[src/rtl/data_mem_arbiter_pkg.sv]
// Shared encodings for the data memory arbiter: FSM states and requester selects.
package arb_pkg;

   typedef enum logic {
      S_CPU = 1'b0,
      S_DMA = 1'b1
   } arb_state_e;

   typedef enum logic {
      SEL_CPU = 1'b0,
      SEL_DMA = 1'b1
   } arb_sel_e;

   // Bits needed to hold a counter value in 0..max.
   function automatic int unsigned cnt_width(input int unsigned max);
      return (max < 1) ? 1 : $clog2(max + 1);
   endfunction

endpackage

[src/rtl/data_mem_arbiter_if.sv]
// Bus bundle around the arbiter: CPU load/store side, DMA side, DataMemory side.
// slave = arbiter view, master = environment (CPU, DMA and memory) view.
interface data_mem_arbiter_if #(
   parameter int ADDR_W = 32,
   parameter int DATA_W = 32
);
   logic              cpu_req;
   logic              cpu_we;
   logic [ADDR_W-1:0] cpu_addr;
   logic [DATA_W-1:0] cpu_wdata;
   logic [2:0]        cpu_size;
   logic [DATA_W-1:0] cpu_rdata;
   logic              cpu_stall;

   logic              dma_req;
   logic              dma_lock;
   logic              dma_we;
   logic [ADDR_W-1:0] dma_addr;
   logic [DATA_W-1:0] dma_wdata;
   logic [2:0]        dma_size;
   logic              dma_gnt;
   logic [DATA_W-1:0] dma_rdata;

   logic [ADDR_W-1:0] mem_addr;
   logic [DATA_W-1:0] mem_wdata;
   logic [2:0]        mem_size;
   logic              mem_we;
   logic              mem_re;
   logic [DATA_W-1:0] mem_rdata;

   modport slave (
      input  cpu_req, cpu_we, cpu_addr, cpu_wdata, cpu_size,
      output cpu_rdata, cpu_stall,
      input  dma_req, dma_lock, dma_we, dma_addr, dma_wdata, dma_size,
      output dma_gnt, dma_rdata,
      output mem_addr, mem_wdata, mem_size, mem_we, mem_re,
      input  mem_rdata
   );

   modport master (
      output cpu_req, cpu_we, cpu_addr, cpu_wdata, cpu_size,
      input  cpu_rdata, cpu_stall,
      output dma_req, dma_lock, dma_we, dma_addr, dma_wdata, dma_size,
      input  dma_gnt, dma_rdata,
      input  mem_addr, mem_wdata, mem_size, mem_we, mem_re,
      output mem_rdata
   );
endinterface

[src/rtl/data_mem_arbiter_sat_counter.sv]
// Saturating up-counter with synchronous clear (clear wins over increment).
module arb_sat_counter #(
   parameter int MAX = 4,
   parameter int W   = 3
) (
   input  logic         clk,
   input  logic         rst_n,
   input  logic         clr,
   input  logic         inc,
   output logic [W-1:0] count
);
   localparam logic [W-1:0] MAX_V = W'(MAX);

   // Count register: clear, else increment until MAX is reached.
   always_ff @(posedge clk or negedge rst_n) begin
      if (!rst_n) begin
         count <= '0;
      end else if (clr) begin
         count <= '0;
      end else if (inc && (count != MAX_V)) begin
         count <= count + W'(1);
      end
   end
endmodule

[src/rtl/data_mem_arbiter.sv]
// Shares the DataMemory port between the CPU load/store path and a DMA requester.
// CPU has priority; DMA starvation bounded by MAX_WAIT, locked bursts by BURST_MAX.
//
//   state | meaning
//   S_CPU | normal arbitration: CPU wins unless DMA has waited MAX_WAIT cycles
//   S_DMA | locked DMA burst in progress: DMA owns the port while requesting
module data_mem_arbiter
   import arb_pkg::*;
#(
   parameter int ADDR_W    = 32,
   parameter int DATA_W    = 32,
   parameter int MAX_WAIT  = 4,
   parameter int BURST_MAX = 8
) (
   input  logic                clk,
   input  logic                rst_n,
   data_mem_arbiter_if.slave   bus
);
   localparam int WAIT_W = cnt_width(MAX_WAIT);
   localparam int BEAT_W = cnt_width(BURST_MAX);
   localparam logic [WAIT_W-1:0] WAIT_MAX_V  = WAIT_W'(MAX_WAIT);
   localparam logic [BEAT_W-1:0] BURST_MAX_V = BEAT_W'(BURST_MAX);
   localparam bit BURST_EN = (BURST_MAX > 1);

   arb_state_e        state;
   arb_state_e        state_nxt;
   arb_sel_e          sel;
   logic              dma_win;
   logic              wait_inc;
   logic              beat_clr;
   logic [WAIT_W-1:0] wait_cnt;
   logic [BEAT_W-1:0] beat_cnt;
   logic [BEAT_W-1:0] beat_nxt;
   logic [ADDR_W-1:0] sel_addr;
   logic [DATA_W-1:0] sel_wdata;
   logic [2:0]        sel_size;
   logic              sel_we;
   logic              sel_re;

   // State register.
   always_ff @(posedge clk or negedge rst_n) begin
      if (!rst_n) begin
         state <= S_CPU;
      end else begin
         state <= state_nxt;
      end
   end

   // Grant decision and next state.
   always_comb begin
      dma_win   = 1'b0;
      state_nxt = state;
      beat_nxt  = beat_cnt + BEAT_W'(1);
      case (state)
         S_CPU: begin
            dma_win = bus.dma_req & (~bus.cpu_req | (wait_cnt == WAIT_MAX_V));
            if (dma_win && bus.dma_lock && BURST_EN) begin
               state_nxt = S_DMA;
            end
         end
         S_DMA: begin
            dma_win = bus.dma_req;
            if (!bus.dma_req || !bus.dma_lock || (beat_nxt == BURST_MAX_V)) begin
               state_nxt = S_CPU;
            end
         end
         default: state_nxt = S_CPU;
      endcase
   end

   // Staying in (or entering) S_DMA always means a granted beat, so beat_cnt
   // counts exactly while the burst lives and is cleared otherwise.
   assign beat_clr = (state_nxt == S_CPU);
   assign wait_inc = bus.dma_req & ~dma_win;

   arb_sat_counter #(.MAX(MAX_WAIT), .W(WAIT_W)) u_wait_cnt (
      .clk   (clk),
      .rst_n (rst_n),
      .clr   (~wait_inc),
      .inc   (wait_inc),
      .count (wait_cnt)
   );

   arb_sat_counter #(.MAX(BURST_MAX), .W(BEAT_W)) u_beat_cnt (
      .clk   (clk),
      .rst_n (rst_n),
      .clr   (beat_clr),
      .inc   (~beat_clr),
      .count (beat_cnt)
   );

   // Winner mux; with no DMA win the CPU side is selected even when idle.
   always_comb begin
      sel       = dma_win ? SEL_DMA : SEL_CPU;
      sel_addr  = bus.cpu_addr;
      sel_wdata = bus.cpu_wdata;
      sel_size  = bus.cpu_size;
      sel_we    = bus.cpu_req & bus.cpu_we;
      sel_re    = bus.cpu_req & ~bus.cpu_we;
      if (sel == SEL_DMA) begin
         sel_addr  = bus.dma_addr;
         sel_wdata = bus.dma_wdata;
         sel_size  = bus.dma_size;
         sel_we    = bus.dma_req & bus.dma_we;
         sel_re    = bus.dma_req & ~bus.dma_we;
      end
   end

   // Strobes are gated by rst_n so an asserted reset kills an in-flight beat at once.
   assign bus.mem_addr  = sel_addr;
   assign bus.mem_wdata = sel_wdata;
   assign bus.mem_size  = sel_size;
   assign bus.mem_we    = sel_we & rst_n;
   assign bus.mem_re    = sel_re & rst_n;
   assign bus.dma_gnt   = dma_win & rst_n;
   assign bus.cpu_stall = bus.cpu_req & dma_win & rst_n;
   assign bus.cpu_rdata = bus.mem_rdata;
   assign bus.dma_rdata = bus.mem_rdata;
endmodule

[src/flat_wrapper.sv]
// flat-port wrapper written by rule: the top's interface ports become plain ports
module data_mem_arbiter_flat import arb_pkg::*;
#(
   parameter int ADDR_W    = 32,
   parameter int DATA_W    = 32,
   parameter int MAX_WAIT  = 4,
   parameter int BURST_MAX = 8
)
  (clk, rst_n, bus_cpu_req, bus_cpu_we, bus_cpu_addr, bus_cpu_wdata, bus_cpu_size, bus_cpu_rdata, bus_cpu_stall, bus_dma_req, bus_dma_lock, bus_dma_we, bus_dma_addr, bus_dma_wdata, bus_dma_size, bus_dma_gnt, bus_dma_rdata, bus_mem_addr, bus_mem_wdata, bus_mem_size, bus_mem_we, bus_mem_re, bus_mem_rdata);
  data_mem_arbiter_if #(.ADDR_W(ADDR_W), .DATA_W(DATA_W)) bus_i ();
  input  logic clk;
  input  logic rst_n;
  input wire logic [$bits(bus_i.cpu_req)-1:0] bus_cpu_req;
  input wire logic [$bits(bus_i.cpu_we)-1:0] bus_cpu_we;
  input wire logic [$bits(bus_i.cpu_addr)-1:0] bus_cpu_addr;
  input wire logic [$bits(bus_i.cpu_wdata)-1:0] bus_cpu_wdata;
  input wire logic [$bits(bus_i.cpu_size)-1:0] bus_cpu_size;
  output wire logic [$bits(bus_i.cpu_rdata)-1:0] bus_cpu_rdata;
  output wire logic [$bits(bus_i.cpu_stall)-1:0] bus_cpu_stall;
  input wire logic [$bits(bus_i.dma_req)-1:0] bus_dma_req;
  input wire logic [$bits(bus_i.dma_lock)-1:0] bus_dma_lock;
  input wire logic [$bits(bus_i.dma_we)-1:0] bus_dma_we;
  input wire logic [$bits(bus_i.dma_addr)-1:0] bus_dma_addr;
  input wire logic [$bits(bus_i.dma_wdata)-1:0] bus_dma_wdata;
  input wire logic [$bits(bus_i.dma_size)-1:0] bus_dma_size;
  output wire logic [$bits(bus_i.dma_gnt)-1:0] bus_dma_gnt;
  output wire logic [$bits(bus_i.dma_rdata)-1:0] bus_dma_rdata;
  output wire logic [$bits(bus_i.mem_addr)-1:0] bus_mem_addr;
  output wire logic [$bits(bus_i.mem_wdata)-1:0] bus_mem_wdata;
  output wire logic [$bits(bus_i.mem_size)-1:0] bus_mem_size;
  output wire logic [$bits(bus_i.mem_we)-1:0] bus_mem_we;
  output wire logic [$bits(bus_i.mem_re)-1:0] bus_mem_re;
  input wire logic [$bits(bus_i.mem_rdata)-1:0] bus_mem_rdata;
  assign bus_i.cpu_req = bus_cpu_req;
  assign bus_i.cpu_we = bus_cpu_we;
  assign bus_i.cpu_addr = bus_cpu_addr;
  assign bus_i.cpu_wdata = bus_cpu_wdata;
  assign bus_i.cpu_size = bus_cpu_size;
  assign bus_cpu_rdata = bus_i.cpu_rdata;
  assign bus_cpu_stall = bus_i.cpu_stall;
  assign bus_i.dma_req = bus_dma_req;
  assign bus_i.dma_lock = bus_dma_lock;
  assign bus_i.dma_we = bus_dma_we;
  assign bus_i.dma_addr = bus_dma_addr;
  assign bus_i.dma_wdata = bus_dma_wdata;
  assign bus_i.dma_size = bus_dma_size;
  assign bus_dma_gnt = bus_i.dma_gnt;
  assign bus_dma_rdata = bus_i.dma_rdata;
  assign bus_mem_addr = bus_i.mem_addr;
  assign bus_mem_wdata = bus_i.mem_wdata;
  assign bus_mem_size = bus_i.mem_size;
  assign bus_mem_we = bus_i.mem_we;
  assign bus_mem_re = bus_i.mem_re;
  assign bus_i.mem_rdata = bus_mem_rdata;
  data_mem_arbiter #(.ADDR_W(ADDR_W), .DATA_W(DATA_W), .MAX_WAIT(MAX_WAIT), .BURST_MAX(BURST_MAX)) u_core (.clk(clk), .rst_n(rst_n), .bus(bus_i));
endmodule
[config.mk]
export PLATFORM = sky130hd
export DESIGN_NAME = data_mem_arbiter_flat
export DESIGN_NICKNAME = d
export VERILOG_FILES = /design/src/rtl/data_mem_arbiter_pkg.sv /design/src/rtl/data_mem_arbiter_if.sv /design/src/rtl/data_mem_arbiter_sat_counter.sv /design/src/rtl/data_mem_arbiter.sv /design/src/flat_wrapper.sv
export SDC_FILE = /design/constraint.sdc
export NUM_CORES = 1
export LEC_CHECK = 0
export CAP_MARGIN = 5
export CORE_AREA = 2 2 120 122
export CTS_CLUSTER_SIZE = 14
export DETAILED_ROUTE_END_ITERATION = 6
export DIE_AREA = 0 0 122 124
export GPL_TIMING_DRIVEN = 0
export MAX_ROUTING_LAYER = met4
export PLACE_DENSITY = 0.56
export RECOVER_POWER = 100
export SYNTH_ARGS = -nofsm -noshare
export SYNTH_HDL_FRONTEND = slang
export SYNTH_SLANG_ARGS = --single-unit
[constraint.sdc]
create_clock -name clk -period 2 [get_ports clk]
set_input_delay 0.6 -clock clk [delete_from_list [all_inputs] [get_ports clk]]
set_output_delay 0.6 -clock clk [all_outputs]
set_load 0.1 [all_outputs]
==> reports/metrics.cfg, run 1 <==
[outcome]
status=finished with violations
failed_checks=negative setup slack

[timing]
max_freq_mhz=402
max_slew_margin_pct=61.0
holdWs_ns=0.517
skew_ns=0.00120
drv_slew=0
period_minus_slack_ns=2.49
tns_ns=-30.26
hold_viol=0
setup_violations=71
worst_slack_ns=-0.488
min_period_over_period_pct=124
tightest_slew_ns=0.585
rsz0062_at_grt=yes

[synth]
syn_inst=331
syn_nets=508
synthMuxAreaShare_pct=1.06
synth_compound_area_share_pct=3.44
yosysWarnings=0
synth_top_flop_cell=dfrtp_1
synth_top_area_share_pct=40.5
synth.avg_cell_area_sq_um=5.71
yosysSeqAreaShare_pct=10.6
synthTopCellsByArea=nand2_1 41%, buf_4 26%, dfrtp_1 11%
synth_xor_area_share_pct=1.85
synth_top_family_by_area=simple AND/OR/NAND/NOR gates
yosys_register_bits=8
synth_edf_count=0
async_flop_share_pct=100
yosysUniqueCellTypes=28
synthSimpleGateAreaFrac_pct=47.1
synth_area_leader_cell=nand2_1
synth_area_sq_mm=0.00189
synth-adder-area-share_pct=2.65

[die]
num_io_pins=308
fp.dieW_microns=122
coreArea_sq_mm=0.0137
initial_core_util_pct=13.8
die_h_microns=124
rows=43
die-area_sq_mm=0.0151

[place]
pre_cts_ws_ns=-2.07
io_buffers=275
placedCellCount=786
placed_cell_area_sq_mm=0.00623
dp_hpwl_microns=9050
place_congestion=0.732

[grt]
grt_max_degree=13
grt_pass1_vias=3360
grt-ovfl-total=0
antenna_found_initial=0
grt_usage_pct=14.2
grt_pass1_wl_microns=16800

[power]
finalPower_mw=4.04
vdd_drop_max_mv=0.283
leakagePower_nw=3.66
power.density_mw_per_mm2=483

[cts]
cts.path.max_buffers=2
clockRootBuffer=clkbuf_16
clk_pin_slew_worst_paths_ns=0.04
clock-sinks=8
clk-insertion-delay-late_ns=0.23
cts_inserted_buffers=3
htreeDepth=1
cts_tree=yes

[route]
totalWireLength_microns=11600
first_pass_iters=4
drc=0
first_iter_violations=28
vias_per_cell=3.93
route.vias.total=3205
ant_nets=0
wl_per_cell_microns=14.2

[worst_setup_path]
r2r-end=u_core.u_beat_cnt.count[0]
crit_path_max_fanout=5
r2r-start=u_core.u_wait_cnt.count[1]
slowest_delay_ns=0.36
crit_type=flop to output port
critPathCaptureType=output port
critPathSlowestCell=dfrtp_1
cp.required_ns=1.40
r2r_cells=7
crit_chain=inv_2, ha_4, and2_4, o21ai_4, buf_6, buf_8, nor2_2, o21a_4, buf_12
regToRegSetupSlack_ns=0.57
arrival_ns=1.89
cp-start-kind=flop
crit_start=u_core.u_wait_cnt.count[0]

[final_layout]
final_cell_mix=137 x clkdlybuf4s50_1, 85 x buf_12, 85 x nand2_8
n_antenna_cell=0
syn_to_final_growth_pct=343
fin_cells=815
drive_gt1_share_pct=72.0
fin_area_sq_mm=0.00837
fillCellCount=1084
layout_commonest_cell=clkdlybuf4s50_1
fin_util_pct=61.0
fin_nets=814

[hold_path]
hp-class=input pin to asynchronous set/reset pin

[job]
cap_violations=0

==> what timing repair did <==
action / CTS / global route
pin swaps: 11 / 21
endpoints found under the setup margin: 135 / 71
buffers inserted: 16 / 2
hold buffers: 0 / 0
gates resized for setup: 1023 / 48
cloned: 5 / 5
==> state kept, by name, indices dropped and copies added, names as in the netlist <==
name                     cells
u_core.u_beat_cnt.count      4
u_core.u_wait_cnt.count      3
u_core.state                 1
==> cell usage after synthesis, drive strengths merged (2+ instances only) <==
cell / count
and2: 2
buf: 78
dfrtp: 8
ha: 4
inv: 6
mux2i: 2
nand2: 205
nand3: 3
nor2: 6
xor2: 3
==> kinds of logic after synthesis <==
kind of cell    after synthesis
buf+inv                      84
fa+ha+maj                     4
flops                         8
simple gates                224
mux                           2
compound gates                5
xor+xnor                      4
==> worst max-delay path by stage <==
stage | endpoint | depth (start not counted) | slack, ns
floorplan | bus_mem_we | 5 | -0.44
global placement | bus_mem_wdata[7] | 7 | -2.06
detailed placement | bus_mem_wdata[7] | 7 | -2.07
CTS | bus_mem_addr[7] | 10 | -0.45
global route | bus_mem_addr[7] | 10 | -0.56
finish | bus_mem_re | 9 | -0.49
==> worst max-delay path, delay by kind of cell, from the launching register on <==
kind | cells | cell delay (ns)
flip-flops | 1 | 0.36
AO/OA/AOI/OAI | 2 | 0.41
buffers and inverters | 4 | 0.52
AND/OR/NAND/NOR | 2 | 0.19
adder cells (fa/ha/maj) | 1 | 0.16
==> layout make-up <==
type	instances	area, sq um	share of cell area [%]
repair buffers	302	4000	47.8
inverters	6	22.5	0.269
well taps	180	225	2.69
flip-flops and latches	8	200	2.39
plain buffers	77	717	8.57
clock buffers	3	75.1	0.897
multi-input cells	239	3130	37.4
==> layer usage <==
layer / vias to the layer above / global-route usage, % / part of all wire [%]
li1: 1556 / - / -
met2: 137 / 27.7 / 60
met3: 12 / 3.11 / 7.2
met5: - / - / 0
met4: 0 / 2.30 / 1.1
met1: 1500 / 14.8 / 32
==> power by group <==
| group | total (mW) | leakage (nW) | internal (mW) | switching (mW) |
|---|---|---|---|---|
| Clock | 0.332 | 0.0370 | 0.257 | 0.0748 |
| Combinational | 3.54 | 3.51 | 1.35 | 2.18 |
| Sequential | 0.171 | 0.110 | 0.167 | 0.00431 |
| Total | 4.04 | 3.66 | 1.78 | 2.26 |
No activity file was read; power rests on OpenSTA's default activity.
==> inputs of run 2 (changes only) <==
SKIP_LAST_GASP = 1   (was default)
==> run 2 against run 1 <==
  * The flow still finishes with violations (negative setup slack)
  * Combinational power hardly changed
  * Wire length increased by 1.1%
  * Core utilization increased by 0.16 points
  * Critical path depth did not move
  * Sequential power barely moved
  * Sequential share of layout area hardly changed
  * First-iteration DRC count rose by 7.1%
  * Global-route usage stayed put
  * Die area did not move
  * Critical endpoint unchanged
  * Largest cell class unchanged
==> reports/metrics.cfg, run 2 (same netlist as run 1, synthesis figures left out) <==
[hold_path]
hp-class=input pin to asynchronous set/reset pin  ; unchanged

[die]
initial_core_util_pct=13.8  ; unchanged
rows=43  ; unchanged
coreArea_sq_mm=0.0137  ; unchanged
fp.dieW_microns=122  ; unchanged
die-area_sq_mm=0.0151  ; unchanged
die_h_microns=124  ; unchanged
num_io_pins=308  ; unchanged

[worst_setup_path]
cpLargestDelayFamily=buffers and inverters  ; unchanged
slowest_delay_ns=0.36  ; about the same
crit_path_max_fanout=5  ; unchanged
crit_chain=inv_2, ha_4, and2_4, o21ai_4, buf_6, buf_12, nor2_4, o21a_4, buf_12  ; was inv_2, ha_4, and2_4, o21ai_4, buf_6, buf_8, nor2_2, o21a_4, buf_12
cp-start-kind=flop  ; unchanged
critPathBufInv=4  ; unchanged
critPathCaptureType=output port  ; unchanged
crit_type=flop to output port  ; unchanged
critPathSlowestCell=dfrtp_1  ; unchanged
cp.required_ns=1.40  ; about the same
path_common_cell=buf_12
regToRegSetupSlack_ns=0.58  ; was 0.57 ns
arrival_ns=1.88  ; was 1.89 ns

[final_layout]
syn_to_final_growth_pct=344  ; was 343%
drive_gt1_share_pct=72.5  ; was 72.0%
fin_cells=816  ; was 815
largest-register=u_core.u_beat_cnt.count  ; unchanged
fillCellCount=1084  ; unchanged
layout_commonest_cell=clkdlybuf4s50_1  ; unchanged
largest_registers=u_core.u_beat_cnt.count (4), u_core.u_wait_cnt.count (3), u_core.state (1)  ; unchanged
n_antenna_cell=0  ; unchanged
final_cell_mix=137 x clkdlybuf4s50_1, 86 x buf_12, 85 x nand2_8  ; was 137 x clkdlybuf4s50_1, 85 x buf_12, 85 x nand2_8
largest_reg_flops=4  ; unchanged
fin_area_sq_mm=0.00839  ; was 0.00837 sq mm
fin_nets=815  ; was 814

[grt]
antenna_found_initial=0  ; unchanged
grt_max_degree=13  ; unchanged
grt-ovfl-total=0  ; unchanged
grt_pass1_wl_microns=16700  ; was 16800 microns
grt_usage_pct=14.2  ; unchanged
grt_pass1_vias=3373  ; was 3360

[cts]
cts.path.max_buffers=2  ; unchanged
clk_pin_slew_worst_paths_ns=0.04  ; about the same
clock-sinks=8  ; unchanged
cts_inserted_buffers=3  ; unchanged
clockRootBuffer=clkbuf_16  ; unchanged
cts_tree=yes  ; unchanged
htreeDepth=1  ; unchanged
clk-insertion-delay-late_ns=0.23  ; about the same

[route]
first_pass_iters=4  ; unchanged
first_iter_violations=30  ; was 28
wl_per_cell_microns=14.3  ; was 14.2 microns
vias_per_cell=3.92  ; was 3.93
wl_met3_microns=860  ; was 835 microns
met1_length_microns=3790  ; was 3720 microns
ant_nets=0  ; unchanged
wl_met2_microns=6930  ; was 6890 microns
highest_layer=met4  ; unchanged
drc=0  ; unchanged
route.vias.total=3202  ; was 3205
totalWireLength_microns=11700  ; was 11600 microns

[place]
pre_cts_ws_ns=-2.07  ; unchanged
place_congestion=0.732  ; unchanged
placed_cell_area_sq_mm=0.00623  ; unchanged
placedCellCount=786  ; unchanged
dp_hpwl_microns=9050  ; unchanged
io_buffers=275  ; unchanged

[timing]
max_freq_mhz=403  ; was 402 MHz
worst_slack_ns=-0.484  ; was -0.488 ns
hold_viol=0  ; unchanged
setup_violations=71  ; unchanged
max_slew_margin_pct=60.9  ; was 61.0%
tightest_slew_ns=0.586  ; was 0.585 ns
min_period_over_period_pct=124  ; about the same
rsz0062_at_grt=yes  ; unchanged
skew_ns=0.00119  ; was 0.00120 ns
drv_slew=0  ; unchanged
holdWs_ns=0.518  ; was 0.517 ns
period_minus_slack_ns=2.48  ; was 2.49 ns

[outcome]
failed_checks=negative setup slack  ; unchanged
status=finished with violations  ; unchanged

[power]
vdd_drop_max_mv=0.275  ; was 0.283 mV
leakagePower_nw=3.66  ; about the same
finalPower_mw=4.05  ; was 4.04 mW
power.density_mw_per_mm2=482  ; was 483 mW/mm^2

[job]
cap_violations=0  ; unchanged

## run 2: metal layers
layer  track usage, %  vias up
met4             2.30        0
met3             3.16       12
li1                 -     1556
met2             27.7      139
met1             14.8     1495
met5                -        -
## run 2: per-stage QoR
step | utilization (%) | TNS, ns
2_1_floorplan | - | -10.59
3_3_place_gp | 45.4 | -166.03
3_5_place_dp | 45.4 | -166.86
4_1_cts | 58.0 | -28.87
5_1_grt | 61.1 | -35.75
6_report | 61.1 | -30.31
## run 2: final timing paths
check / from / to / cells past startpoint
max in group asynchronous: rst_n / u_core.u_beat_cnt.count[3] / 1
setup / recovery: u_core.u_wait_cnt.count[0] / bus_mem_re / 9
hold reg to reg: u_core.u_wait_cnt.count[0] / u_core.u_wait_cnt.count[0] / 2
hold / removal: rst_n / u_core.u_wait_cnt.count[1] / 1
min in group clk: u_core.u_wait_cnt.count[0] / u_core.u_wait_cnt.count[0] / 2
setup reg to reg: u_core.u_wait_cnt.count[1] / u_core.u_beat_cnt.count[0] / 8
## run 2: repair_timing
item | 4_1_cts | 5_1_grt
endpoints found under the setup margin | 135 | 71
resized for setup | 1014 | 58
setup buffers | 16 | 3
pin swaps | 11 | 20
hold buffers | 0 | 0
cloned | 5 | 5
## run 2: final cells by class
class | instances | area [sq um] | share of cell area, %
clock buffers | 3 | 75.1 | 0.895
repair buffers | 303 | 4010 | 47.8
multi-input cells | 239 | 3140 | 37.4
well taps | 180 | 225 | 2.68
flip-flops and latches | 8 | 200 | 2.39
inverters | 6 | 22.5 | 0.268
plain buffers | 77 | 717 | 8.55
## run 2: where the power goes
group          internal [mW]  switching [mW]  total (mW)  leakage [nW]
registers              0.167         0.00431       0.171         0.110
clock network          0.257          0.0747       0.332        0.0370
logic                   1.35            2.19        3.54          3.52
==> inputs of run 3 (changes only) <==
CAP_MARGIN = 10   (was 5)
==> results of run 3 <==
Same layout as run 2: the final DEF is identical, and so are final timing and power.
